--- config.mk ---
export PLATFORM = sky130hd
export DESIGN_NAME = cps2_sync_lock_ctrl
export DESIGN_NICKNAME = d
export VERILOG_FILES = /design/src/rtl/cps2_sync_lock_ctrl.sv
export SDC_FILE = /design/constraint.sdc
export NUM_CORES = 1
export LEC_CHECK = 0
export CAP_MARGIN = 20
export CORE_UTILIZATION = 29
export CTS_CLUSTER_DIAMETER = 200
export CTS_CLUSTER_SIZE = 20
export DETAILED_ROUTE_END_ITERATION = 12
export PLACE_DENSITY = 0.51
export REMOVE_ABC_BUFFERS = 1
export SLEW_MARGIN = 20
export SYNTH_ARGS = -nofsm -noshare
export SYNTH_HDL_FRONTEND = slang
export SYNTH_SLANG_ARGS = --single-unit
--- constraint.sdc ---
create_clock -name PCLK_i -period 3.15 [get_ports PCLK_i]
set_input_delay 0.315 -clock PCLK_i [delete_from_list [all_inputs] [get_ports PCLK_i]]
set_output_delay 0.315 -clock PCLK_i [all_outputs]
set_load 0.01 [all_outputs]
--- src/rtl/cps2_sync_lock_ctrl.sv ---
`default_nettype none
// ============================================================================
//  Module   : cps2_sync_lock_ctrl
//  Purpose  : Measures the CPS2 line period and the number of lines per frame
//             from the raw HSYNC/VSYNC stream. A lock state machine uses these
//             measurements to decide when the frontend output path may be
//             enabled.
//  Revision : 1.0  initial release
// ============================================================================
module cps2_sync_lock_ctrl #(
    parameter int unsigned H_TOTAL_EXP   = 1024,
    parameter int unsigned H_TOL         = 4,
    parameter int unsigned V_TOTAL_EXP   = 262,
    parameter int unsigned V_TOL         = 2,
    parameter int unsigned LOCK_FRAMES   = 4,
    parameter int unsigned UNLOCK_MISSES = 2
) (
    input  logic        PCLK_i,
    input  logic        reset_n,
    input  logic        HSYNC_i,
    input  logic        VSYNC_i,
    output logic        lock_o,
    output logic        frontend_en_o,
    output logic [1:0]  state_o,
    output logic [11:0] h_period_o,
    output logic [9:0]  v_lines_o,
    output logic        frame_err_o
);

    // ------------------------------------------------------------------------
    // Constants
    // ------------------------------------------------------------------------
    localparam logic [11:0] HCNT_MAX = 12'hFFF;
    localparam logic [9:0]  VCNT_MAX = 10'h3FF;

    // Acceptance windows, computed one bit wider so the upper bound
    // cannot wrap around.
    localparam logic [12:0] H_HI = 13'(H_TOTAL_EXP + H_TOL);
    localparam logic [12:0] H_LO = (H_TOL >= H_TOTAL_EXP) ? 13'd0
                                                         : 13'(H_TOTAL_EXP - H_TOL);
    localparam logic [10:0] V_HI = 11'(V_TOTAL_EXP + V_TOL);
    localparam logic [10:0] V_LO = (V_TOL >= V_TOTAL_EXP) ? 11'd0
                                                         : 11'(V_TOTAL_EXP - V_TOL);

    // Counter values at which the next good/bad frame completes the
    // lock or unlock decision.
    localparam logic [7:0] GOOD_LAST = 8'(LOCK_FRAMES - 1);
    localparam logic [7:0] MISS_LAST = 8'(UNLOCK_MISSES - 1);

    typedef enum logic [1:0] {
        NOSYNC  = 2'd0,
        ACQUIRE = 2'd1,
        LOCKED  = 2'd2,
        HOLD    = 2'd3
    } state_t;

    // ------------------------------------------------------------------------
    // Internal state
    // ------------------------------------------------------------------------
    state_t      state;
    logic        hs_prev;     // HSYNC_i delayed by one PCLK
    logic        ls;          // registered line start (falling HSYNC edge)
    logic        vs_smp;      // VSYNC_i captured together with the HSYNC edge
    logic        vs_prev;     // VSYNC level seen at the previous line start
    logic [11:0] hcnt;
    logic [9:0]  vcnt;
    logic        line_err;    // sticky: a bad line was seen in this frame
    logic [7:0]  good_ctr;
    logic [7:0]  miss_ctr;

    // ------------------------------------------------------------------------
    // Combinational measurement and check terms
    // ------------------------------------------------------------------------
    logic        fs;
    logic        timeout;
    logic [11:0] hm;
    logic [9:0]  vm;
    logic        line_bad;
    logic        vlines_bad;
    logic        frame_bad;
    logic        evaluate;

    // A frame starts on the line whose edge sees VSYNC newly asserted (low).
    assign fs = ls & vs_prev & ~vs_smp;

    // A saturated line counter means HSYNC has gone missing.
    assign timeout = (hcnt == HCNT_MAX);

    // Measured period and line count include the closing edge itself.
    assign hm = (hcnt == HCNT_MAX) ? HCNT_MAX : hcnt + 12'd1;
    assign vm = (vcnt == VCNT_MAX) ? VCNT_MAX : vcnt + 10'd1;

    assign line_bad   = ({1'b0, hm} > H_HI) || ({1'b0, hm} < H_LO);
    assign vlines_bad = ({1'b0, vm} > V_HI) || ({1'b0, vm} < V_LO);

    // The line closed by the frame-start edge belongs to the frame being
    // judged, so its check is folded in alongside the sticky flag.
    assign frame_bad = line_err | line_bad | vlines_bad;

    // The frame that ends on the first frame start after NOSYNC is partial
    // and is therefore never judged.
    assign evaluate = fs & ~timeout & (state != NOSYNC);

    // ------------------------------------------------------------------------
    // Edge detection: register HSYNC once and register the edge strobe so all
    // downstream logic works from flops only.
    // ------------------------------------------------------------------------
    always_ff @(posedge PCLK_i or negedge reset_n) begin
        if (!reset_n) begin
            hs_prev <= 1'b0;
            ls      <= 1'b0;
            vs_smp  <= 1'b0;
        end else begin
            hs_prev <= HSYNC_i;
            ls      <= hs_prev & ~HSYNC_i;
            vs_smp  <= VSYNC_i;
        end
    end

    // ------------------------------------------------------------------------
    // Line period counter and last-period capture.
    // ------------------------------------------------------------------------
    always_ff @(posedge PCLK_i or negedge reset_n) begin
        if (!reset_n) begin
            hcnt       <= 12'd0;
            h_period_o <= 12'd0;
        end else begin
            if (ls) begin
                hcnt <= 12'd0;
            end else if (hcnt != HCNT_MAX) begin
                hcnt <= hcnt + 12'd1;
            end

            // A lost HSYNC reports the saturated period and wins over any
            // edge arriving at the same time.
            if (timeout) begin
                h_period_o <= HCNT_MAX;
            end else if (ls) begin
                h_period_o <= hm;
            end
        end
    end

    // ------------------------------------------------------------------------
    // VSYNC history, lines-per-frame counter and the sticky bad-line flag.
    // ------------------------------------------------------------------------
    always_ff @(posedge PCLK_i or negedge reset_n) begin
        if (!reset_n) begin
            vs_prev   <= 1'b0;
            vcnt      <= 10'd0;
            v_lines_o <= 10'd0;
            line_err  <= 1'b0;
        end else begin
            if (ls) begin
                vs_prev <= vs_smp;
            end

            if (fs) begin
                vcnt      <= 10'd0;
                v_lines_o <= vm;
                line_err  <= 1'b0;
            end else if (ls) begin
                vcnt     <= vm;
                line_err <= line_err | line_bad;
            end
        end
    end

    // ------------------------------------------------------------------------
    // Lock state machine with registered status outputs; all transitions
    // happen on frame starts except the HSYNC-loss timeout.
    // ------------------------------------------------------------------------
    always_ff @(posedge PCLK_i or negedge reset_n) begin
        if (!reset_n) begin
            state         <= NOSYNC;
            good_ctr      <= 8'd0;
            miss_ctr      <= 8'd0;
            lock_o        <= 1'b0;
            frontend_en_o <= 1'b0;
            frame_err_o   <= 1'b0;
        end else begin
            frame_err_o <= evaluate & frame_bad;

            if (timeout) begin
                state         <= NOSYNC;
                good_ctr      <= 8'd0;
                miss_ctr      <= 8'd0;
                lock_o        <= 1'b0;
                frontend_en_o <= 1'b0;
            end else if (fs) begin
                case (state)
                    NOSYNC: begin
                        state    <= ACQUIRE;
                        good_ctr <= 8'd0;
                    end

                    ACQUIRE: begin
                        if (frame_bad) begin
                            good_ctr <= 8'd0;
                        end else if (good_ctr >= GOOD_LAST) begin
                            state         <= LOCKED;
                            good_ctr      <= 8'd0;
                            lock_o        <= 1'b1;
                            frontend_en_o <= 1'b1;
                        end else begin
                            good_ctr <= good_ctr + 8'd1;
                        end
                    end

                    LOCKED: begin
                        if (frame_bad) begin
                            state    <= HOLD;
                            miss_ctr <= 8'd1;
                        end
                    end

                    HOLD: begin
                        if (!frame_bad) begin
                            state    <= LOCKED;
                            miss_ctr <= 8'd0;
                        end else if (miss_ctr >= MISS_LAST) begin
                            state         <= ACQUIRE;
                            good_ctr      <= 8'd0;
                            miss_ctr      <= 8'd0;
                            lock_o        <= 1'b0;
                            frontend_en_o <= 1'b0;
                        end else begin
                            miss_ctr <= miss_ctr + 8'd1;
                        end
                    end

                    default: begin
                        state         <= NOSYNC;
                        lock_o        <= 1'b0;
                        frontend_en_o <= 1'b0;
                    end
                endcase
            end
        end
    end

    assign state_o = state;

endmodule
`default_nettype wire
==> run summary, run 1 <==
Static Leak - 1.90 nW
Clock Skews - 3.48 ps
Pwr/cell area - 603 nW/um^2
H-tree depth - 3
Setup CP Type - reg -> reg
Post-Syn Area - 3750 um^2
Commonest non-fill, non-tap cells in the layout - dfrtp_1 (69), nand2_1 (53), a21oi_1 (36)
Synth warnings - 0
Latest clock arrival within the worst-skew pair - 330 ps
Iter 0 DRT Violations - 148
Slowest stage delay, CP - 480 ps
Cells after Synth - 418
Relative slew slack - 0.592
Nets - 449
Final Max Tran Viols - 0
Setup-failing EPs final - 0
DR pass1 iterations - 4
Die W - 116 um
Drt wl/cell - 14.1 um
Starting Density - 0.297
WL met3 - 323 um
Area of the multi-input gates - 1820 um^2
Worst-margin pin slew - 607 ps
Clock slew at reported path FFs - 50 ps
Total Routed Length - 8650 um
Fin. Hold Viols - 0
CTS root buf - clkbuf_16
Setup bufs post-CTS - 0
Ant. Diodes - 0
First-pass GRT wire length - 14600 um
VDD IR max - 0.000302 V
# rows - 41
Asr flop ratio synth - 1.00
Area growth, synth to finish - 18.9%
Fill cells - 1325
Num ports - 31
Clock tree buffer depth - 2
Arr. time, crit path - 3090 ps
TNS Setup - 0 ps
TritonCTS clock tree - yes
Reg-to-Reg Start - vcnt[0]
Highest metal used - met4
Outcome - finished clean
Delay-heaviest family, CP - simple AND/OR/NAND/NOR gates
Worst setup SP type - flip-flop
Largest net degree at the start of global routing - 70
#FFs+latches synth - 69
Hold WC Path Type - in -> async
Final HPWL DP - 5870 um
DRC viols - 0
Overflow after GRT - 0
CP Buf/Inv Count - 0
Die area - 13400 um^2
Maximum fanout along the worst path - 11
Buffers on Ports - 30
Pwr Total - 2.69 mW
Fraction of layout cells with a size suffix above 1 - 0.0882
CP startpoint - vcnt[0]
Fmax - 347 MHz
Met2 routed WL - 4050 um
GP Congestion - 0.772
Sequential share of the synthesized area - 0.460
Post-synth cell types - 57
Vias - 3059
Maxcap violations - 0
Initial antenna violation count - 0
Total CTS buffers - 9
Required @ worst endpoint - 3350 ps
Crit path max-delay cell type - dfrtp_1
Top FF cell, synth - dfrtp_1
Commonest non-fill, non-tap cell in the layout - dfrtp_1
Post-synth EDFFs - 0
TritonCTS Sinks - 69
Sequential cell area - 1730 um^2
Final Cycle Share - 0.916
Core Region - 12600 um^2
Vias in the first global route - 2922
CP cell instances - ha_2, nand4_2, o21ai_0, nand2b_1, nor4_4, and3_1, a31oi_1, mux2i_1
Tmin final - 2890 ps
Die Height - 116 um
M1 WL - 4110 um
DRT antenna net count - 0
Crit. End Element - flip-flop
RSZ-0062 raised after global routing - no
Gr usage total - 0.140
Post-DR vias/cell - 4.98
Hold Buf Count CTS - 0
Post-Syn Area per Cell - 8.98 um^2
==> registers in the layout, summed over array words and instances, names as in the netlist <==
register,flops
hs_prev,1
v_lines_o,10
line_err,1
frontend_en_o,1
ls,1
vs_smp,1
state_o,2
hcnt,12
h_period_o,12
miss_ctr,8
frame_err_o,1
good_ctr,8
vs_prev,1
vcnt,10
==> power breakdown <==
group | switching, mW | leakage, nW | internal [mW]
sequential | 0.144 | 0.896 | 1.01
clock | 0.355 | 0.134 | 0.564
combinational | 0.311 | 0.870 | 0.309
==> layer usage <==
metal  up-vias  track usage
met5         -            0
met4         0       0.0521
met3        17       0.0350
met2        56        0.227
met1      1472        0.181
li1       1514            -
==> worst paths after layout <==
path                            endpoint  slack [ps]  cells after the start
min reg2reg                           ls         480                      1
max reg2reg                  good_ctr[1]         260                      8
max in group asynchronous  frontend_en_o        2840                      2
min                              hcnt[2]          10                      2
min in group PCLK_i               vs_smp         440                      1
max                          good_ctr[1]         260                      8
==> what timing repair did <==
item,in CTS,in global routing
hold endpoints to repair,0,0
gates resized for setup,0,1
setup endpoints to repair,0,5
==> synthesized netlist by cell type, types with 2 or more instances <==
master / n / share of area
a211o_1: 2 / 0.0047
a211oi_1: 3 / 0.0060
a21oi_1: 36 / 0.048
a31oi_1: 13 / 0.022
a41oi_1: 3 / 0.0070
and2_1: 8 / 0.013
and3_1: 10 / 0.017
and4_1: 2 / 0.0047
buf_2: 7 / 0.0093
buf_4: 3 / 0.0060
buf_6: 3 / 0.0090
clkbuf_1: 16 / 0.016
dfrtp_1: 69 / 0.46
ha_1: 6 / 0.020
inv_1: 16 / 0.016
mux2_2: 2 / 0.0060
mux2i_1: 9 / 0.024
nand2_1: 53 / 0.053
nand2b_1: 4 / 0.0067
nand3_1: 13 / 0.017
nand4_1: 9 / 0.015
nor2_1: 33 / 0.033
nor2b_1: 4 / 0.0067
nor3_1: 11 / 0.015
nor4_1: 3 / 0.0050
nor4_4: 2 / 0.011
o2111ai_1: 2 / 0.0047
o21ai_0: 29 / 0.039
o21bai_1: 2 / 0.0040
o22ai_1: 5 / 0.0083
o31ai_1: 2 / 0.0040
or2_2: 2 / 0.0033
or3_1: 2 / 0.0033
xnor2_1: 11 / 0.026
==> area by class of cell <==
type,count,share of cell area
clock buffers,12,0.0575
clock inverters,2,0.00224
inverters,16,0.0135
multi-input cells,304,0.407
flip-flops and latches,69,0.387
well taps,172,0.0482
repair buffers,39,0.0842
==> per-stage QoR <==
| step | util | area (um^2) | std cells | hold slack [ps] | setup slack (ps) |
|---|---|---|---|---|---|
| floorplan | - | 3600 | 389 | 19.4 | 423 |
| global placement | 0.332 | 4190 | 600 | 368 | 384 |
| detailed placement | 0.332 | 4190 | 600 | 373 | 182 |
| CTS | 0.353 | 4460 | 614 | 24.7 | 148 |
| global route | 0.353 | 4460 | 614 | 42.5 | 75.2 |
| finish | 0.353 | 4460 | 614 | 9.89 | 265 |
==> kinds of logic after synthesis <==
| family | Yosys count | synth area share |
|---|---|---|
| buf+inv | 45 | 0.0564 |
| flops | 69 | 0.460 |
| mux | 11 | 0.0300 |
| simple gates | 166 | 0.228 |
| compound gates | 109 | 0.177 |
| xor+xnor | 12 | 0.0280 |
| fa+ha+maj | 6 | 0.0200 |
(Power assumes the default switching activity.)
==> inputs of run 2 (changes only) <==
--- a/config.mk
+++ b/config.mk
@@ -16,3 +16,4 @@
 export SYNTH_ARGS = -nofsm -noshare
 export SYNTH_HDL_FRONTEND = slang
 export SYNTH_SLANG_ARGS = --single-unit
+export TNS_END_PERCENT = 10
==> results of run 2 <==
No change in the layout: final DEF, timing and power equal those of run 1.
==> inputs of run 3 (changes only) <==
--- a/config.mk
+++ b/config.mk
@@ -5,12 +5,12 @@
 export SDC_FILE = /design/constraint.sdc
 export NUM_CORES = 1
 export LEC_CHECK = 0
-export CAP_MARGIN = 20
-export CORE_UTILIZATION = 29
+export CAP_MARGIN = 15
+export CORE_UTILIZATION = 26
 export CTS_CLUSTER_DIAMETER = 200
 export CTS_CLUSTER_SIZE = 20
 export DETAILED_ROUTE_END_ITERATION = 12
-export PLACE_DENSITY = 0.51
+export PLACE_DENSITY = 0.47
 export REMOVE_ABC_BUFFERS = 1
 export SLEW_MARGIN = 20
 export SYNTH_ARGS = -nofsm -noshare
==> run 3 against run 2 <==
  * Clock skew increased by 3.3 ps
  * Combinational power grew 0.6%
  * Final area increased by 0.22%
  * Routed wire length grew 1.5%
  * Non-clock buffer count decreased by 2
  * Worst hold slack improved by 160 ps
  * Largest cell class unchanged
  * Highest routed layer unchanged
==> run summary, run 3 (synthesis results as in run 1) <==
Total Routed Length - 8780 um (was 8650 um)
# placed instances - 606 (was 600)
TNS Setup - 0 ps (unchanged)
Num ports - 31 (unchanged)
Pre-CTS WS - 232 ps (was 182 ps)
Vias - 3011 (was 3059)
CTS root buf - clkbuf_16 (unchanged)
Hold_ws - 165 ps (was 9.89 ps)
Setup-failing EPs final - 0 (unchanged)
Final WS setup - 345 ps (was 265 ps)
Gr usage total - 0.132 (was 0.140)
Area after DPL - 4170 um^2 (was 4190 um^2)
H-tree depth - 3 (unchanged)
Finished Layout Cells - 622 (was 614)
Vias in the first global route - 2993 (was 2922)
Top Registers - h_period_o x12, hcnt x12 (unchanged)
Hold Buf Count CTS - 0 (unchanged)
VDD IR max - 0.000232 V (was 0.000302 V)
Fmax - 356 MHz (was 347 MHz)
Clock tree buffer depth - 2 (unchanged)
Largest net degree at the start of global routing - 70 (unchanged)
Outcome - finished clean (unchanged)
Buffers on Ports - 30 (unchanged)
TritonCTS clock tree - yes (unchanged)
TritonCTS Sinks - 69 (unchanged)
# rows - 43 (was 41)
Die Height - 122 um (was 116 um)
DR pass1 iterations - 4 (unchanged)
RSZ-0062 raised after global routing - no (unchanged)
Final Max Tran Viols - 0 (unchanged)
Pwr Total - 2.79 mW (was 2.69 mW)
Final instance area - 4470 um^2 (was 4460 um^2)
Overflow after GRT - 0 (unchanged)
Worst setup SP type - flip-flop (unchanged)
Maxcap violations - 0 (unchanged)
Total CTS buffers - 9 (unchanged)
Commonest non-fill, non-tap cell in the layout - dfrtp_1 (unchanged)
Final Cycle Share - 0.891 (was 0.916)
DRC viols - 0 (unchanged)
Fin. Hold Viols - 0 (unchanged)
Ant. Diodes - 0 (unchanged)
Initial antenna violation count - 0 (unchanged)
Final HPWL DP - 5910 um (was 5870 um)
Static Leak - 1.89 nW (was 1.90 nW)
Setup bufs post-CTS - 0 (unchanged)
Iter 0 DRT Violations - 134 (was 148)
Crit. End Element - flip-flop (unchanged)
Post-DR vias/cell - 4.84 (was 4.98)
Reg2Reg Setup Slack - 340 ps (was 260 ps)
Clock Skews - 6.77 ps (was 3.48 ps)
First-pass GRT wire length - 15200 um (was 14600 um)
Hold WC Path Type - in -> async (unchanged)
Core Region - 14000 um^2 (was 12600 um^2)
GP Congestion - 0.766 (was 0.772)
Clock slew at reported path FFs - 60 ps (was 50 ps)
Area growth, synth to finish - 19.1% (was 18.9%)
Nets - 447 (was 449)
Latest clock arrival within the worst-skew pair - 340 ps (was 330 ps)
Util after Layout - 0.320 (was 0.353)
Drt wl/cell - 14.1 um (about the same)
Pwr/cell area - 624 nW/um^2 (was 603 nW/um^2)
Setup CP Type - reg -> reg (unchanged)
Maximum fanout along the worst path - 11 (unchanged)
Relative slew slack - 0.403 (was 0.592)
Fraction of layout cells with a size suffix above 1 - 0.0860 (was 0.0882)
Arr. time, crit path - 3020 ps (was 3090 ps)
DRT antenna net count - 0 (unchanged)
Required @ worst endpoint - 3370 ps (was 3350 ps)
Starting Density - 0.268 (was 0.297)
Tmin final - 2810 ps (was 2890 ps)
Commonest non-fill, non-tap cells in the layout - dfrtp_1 (69), nand2_1 (53), a21oi_1 (36) (unchanged)
Die area - 14900 um^2 (was 13400 um^2)
Worst-margin pin slew - 895 ps (was 607 ps)
Die W - 122 um (was 116 um)
-- run 3: cell types whose count changed in the layout (fill, tap and decap cells not counted) --
| cell | change |
|---|---|
| buf_4 | -1 |
| buf_12 | -1 |
| bufinv_16 | +1 |
| clkbuf_1 | +1 |
| clkinvlp_4 | +1 |
| clkbuf_8 | -1 |
-- run 3: path summary, 6_finish.rpt --
check / cells past startpoint / endpoint / start
setup / recovery: 8 / good_ctr[1] / vcnt[0]
hold / removal: 2 / hcnt[4] / reset_n
setup reg to reg: 8 / good_ctr[1] / vcnt[0]
hold reg to reg: 1 / ls / hs_prev
max in group asynchronous: 2 / v_lines_o[5] / reset_n
min in group PCLK_i: 1 / vs_smp / VSYNC_i
-- run 3: worst max-delay path, cell delays in order, from the launching register on --
cell      delay, ps
dfrtp_1         480
ha_2            350
nand4_2         230
o21ai_0         350
nand2b_1        140
nor4_4          370
and3_1          420
a31oi_1         180
mux2i_1         150
-- run 3: metal layers --
| layer | global-route usage | vias to the layer above | routed length (um) |
|---|---|---|---|
| met2 | 0.202 | 46 | 3920 |
| met3 | 0.0379 | 11 | 284 |
| li1 | - | 1516 | - |
| met4 | 0.0488 | 0 | 163 |
| met1 | 0.176 | 1438 | 4410 |
| met5 | 0 | - | 0 |
-- run 3: cell type report --
cell class	instances	area [um^2]
Clock buffer	12	246
Clock inverter	4	47.5
Fill cell	1479	9520
Inverter	16	60.1
Multi-Input combinational cell	304	1820
Sequential cell	69	1730
Tap cell	180	225
Timing Repair Buffer	37	348
-- run 3: report_power, final --
group	total, mW	switching (mW)	internal, mW
Combinational	0.624	0.316	0.308
Sequential	1.15	0.147	1.01
Clock	1.01	0.378	0.632
Total	2.79	0.841	1.95
-- run 3: repair_timing --
item | CTS | global route
setup endpoints to repair | 0 | 7
endpoints found under the hold margin | 0 | 0
resized for setup | 0 | 1
==> variant, RTL diff (config.mk and constraints of run 2) <==
Add an input register stage for `HSYNC_i` and `VSYNC_i`, cleared by the reset; this delays them by one clock.
--- a/src/rtl/cps2_sync_lock_ctrl.sv
+++ b/src/rtl/cps2_sync_lock_ctrl.sv
@@ -55,4 +55,17 @@
     } state_t;
 
+    logic HSYNC_q;
+    logic VSYNC_q;
+
+    always_ff @(posedge PCLK_i or negedge reset_n) begin
+        if (!reset_n) begin
+            HSYNC_q <= '0;
+            VSYNC_q <= '0;
+        end else begin
+            HSYNC_q <= HSYNC_i;
+            VSYNC_q <= VSYNC_i;
+        end
+    end
+
     // ------------------------------------------------------------------------
     // Internal state
@@ -112,7 +125,7 @@
             vs_smp  <= 1'b0;
         end else begin
-            hs_prev <= HSYNC_i;
-            ls      <= hs_prev & ~HSYNC_i;
-            vs_smp  <= VSYNC_i;
+            hs_prev <= HSYNC_q;
+            ls      <= hs_prev & ~HSYNC_q;
+            vs_smp  <= VSYNC_q;
         end
     end
Function: changed (Yosys sat finds a counterexample within 4 cycles, from zero or initial values and one cycle with reset_n low).
==> variant against run 2 <==
- wire length is 6.0% higher
- sequential cell count is 2 higher
- area after synthesis is 2.3% higher
- power is 15% higher
- clock power is 19% higher
- worst setup slack worse by 0.059 ns
- final area is 5.8% higher
- non-clock buffer count is 10 higher
- count of clock-buffer cells in the layout stayed put
==> variant: results (changes against run 2) <==
\begin{tabular}{lr}
\hline
Metric & Value \\
\hline
\multicolumn{2}{l}{\textbf{Timing}} \\
\quad Worst relative slew slack & 0.3895 (-0.2029) \\
\quad Achievable clock frequency & 0.3396 GHz (-2.0\%) \\
\quad Clock skew & 0.005878 ns (+0.002400 ns) \\
\multicolumn{2}{l}{\textbf{Synthesis}} \\
\quad Cell variety after synth & 61 (+7.0\%) \\
\quad Adder and majority cell fraction of the synthesized area & 0.03587 (+0.01586) \\
\quad Synth top area cells & dfrtp\_1 (46\%), nand2\_1 (4.9\%), a21oi\_1 (4.3\%), o21ai\_0 (4.0\%), ha\_1 (3.6\%) \\
\quad Synthesis warning total & 0 (unchanged) \\
\quad Syn\_area\_per\_cell & 9.180 sq um (+2.3\%) \\
\quad XOR/XNOR share of the synthesized area & 0.03195 (+0.003944) \\
\quad Mux share of post-synthesis cell area & 0.02445 (-0.005556) \\
\multicolumn{2}{l}{\textbf{Critical path}} \\
\quad Setup slack of the most critical reg-to-reg path & 0.21 ns (-0.06 ns) \\
\quad CP Max Fanout & 8 (-3) \\
\quad Slowest library cell on the worst path & or4b\_4 \\
\quad Reg-to-reg critical path endpoint & good\_ctr[0]\$\_DFFE\_PN0P\_ \\
\quad Arrival @ worst endpoint & 3.16 ns (+0.07 ns) \\
\quad Cell count of the worst reg-to-reg path & 9 (+1) \\
\multicolumn{2}{l}{\textbf{Placed design}} \\
\quad Sum of net half-perimeters after detailed placement & 6.245 mm (+6.4\%) \\
\quad Setup slack at placement & 0.1216 ns (-0.06058 ns) \\
\quad Placer's final routability congestion estimate & 0.8759 (+13\%) \\
\multicolumn{2}{l}{\textbf{GRT}} \\
\quad Wire length of the first global-routing pass & 15.61 mm (+7.0\%) \\
\quad Maximum number of pins on one net before global-route repair & 72 (+2.9\%) \\
\quad Via count of the first global-routing pass & 3,130 (+7.1\%) \\
\multicolumn{2}{l}{\textbf{Status}} \\
\quad Run status & complete, no violations \\
\multicolumn{2}{l}{\textbf{Pwr}} \\
\quad Worst VDD drop & 0.3304 mV (+9.3\%) \\
\multicolumn{2}{l}{\textbf{Final layout}} \\
\quad Post-layout net count & 468 (+4.2\%) \\
\quad Layout cells sized above 1 & 0.1160 (+0.02774) \\
\multicolumn{2}{l}{\textbf{Routing}} \\
\quad Number of vias per cell & 5.025 (+0.87\%) \\
\quad Vias after detailed routing & 3,161 (+3.3\%) \\
\quad Routed len/inst & 14.56 microns (+3.4\%) \\
\hline
\end{tabular}
variant: cell count changes in the layout (fill, tap and decap cells not counted), sizes merged, moves of 4 or more:
cell   change
a22o       +4
a31oi      -9
and3       -5
buf       +10
ha         +5
inv        -4
nand2      -4
nor3      +11
o22ai      -4
xor2       +4
variant: layer usage:
metal / wire [microns] / vias up / global-route usage
met5: 0 / - / 0
met4: 135 / 0 / 0.05148
met3: 271 / 13 / 0.03347
met2: 4241 / 56 / 0.2335
met1: 4511 / 1519 / 0.1972
li1: - / 1573 / -
variant: through the flow:
stage               utilization  cell area [sq um]  power, mW  hold WS, ns
global route             0.3693               4717      3.295       0.2117
detailed placement       0.3434               4387      2.018       0.3347
global placement         0.3434               4387      2.002       0.3323
floorplan                     -               3731      1.670      0.01941
finish                   0.3693               4717      3.093       0.1211
CTS                      0.3680               4701      3.128       0.1592
variant: cell type report:
type,count,area [sq um]
Timing Repair Buffer,49,440.4
Inverter,12,45.04
Fill cell,1270,8056
Tap cell,172,215.2
Clock buffer,12,246.5
Clock inverter,3,67.56
Sequential cell,71,1778
Multi-Input combinational cell,310,1924
variant: where the power goes:
group	internal, mW	total (mW)	switching (mW)
clock network	0.711	1.09	0.375
logic	0.395	0.816	0.421
registers	1.04	1.19	0.152
variant: cells by family (layout without fill, tap and decap cells):
family,count (synthesis),count (layout)
AOI/OAI and AO/OA,103,103
and+or+nand+nor,173,173
xor gates and xnor gates,14,14
muxes,9,9
DFF,71,71
buffers and inverters,37,76
adders and majority gates,11,11
variant: what timing repair did:
action                     4_1_cts  5_1_grt
buffers inserted                 0        0
setup endpoints to repair        0        7
gates resized for setup          0        4
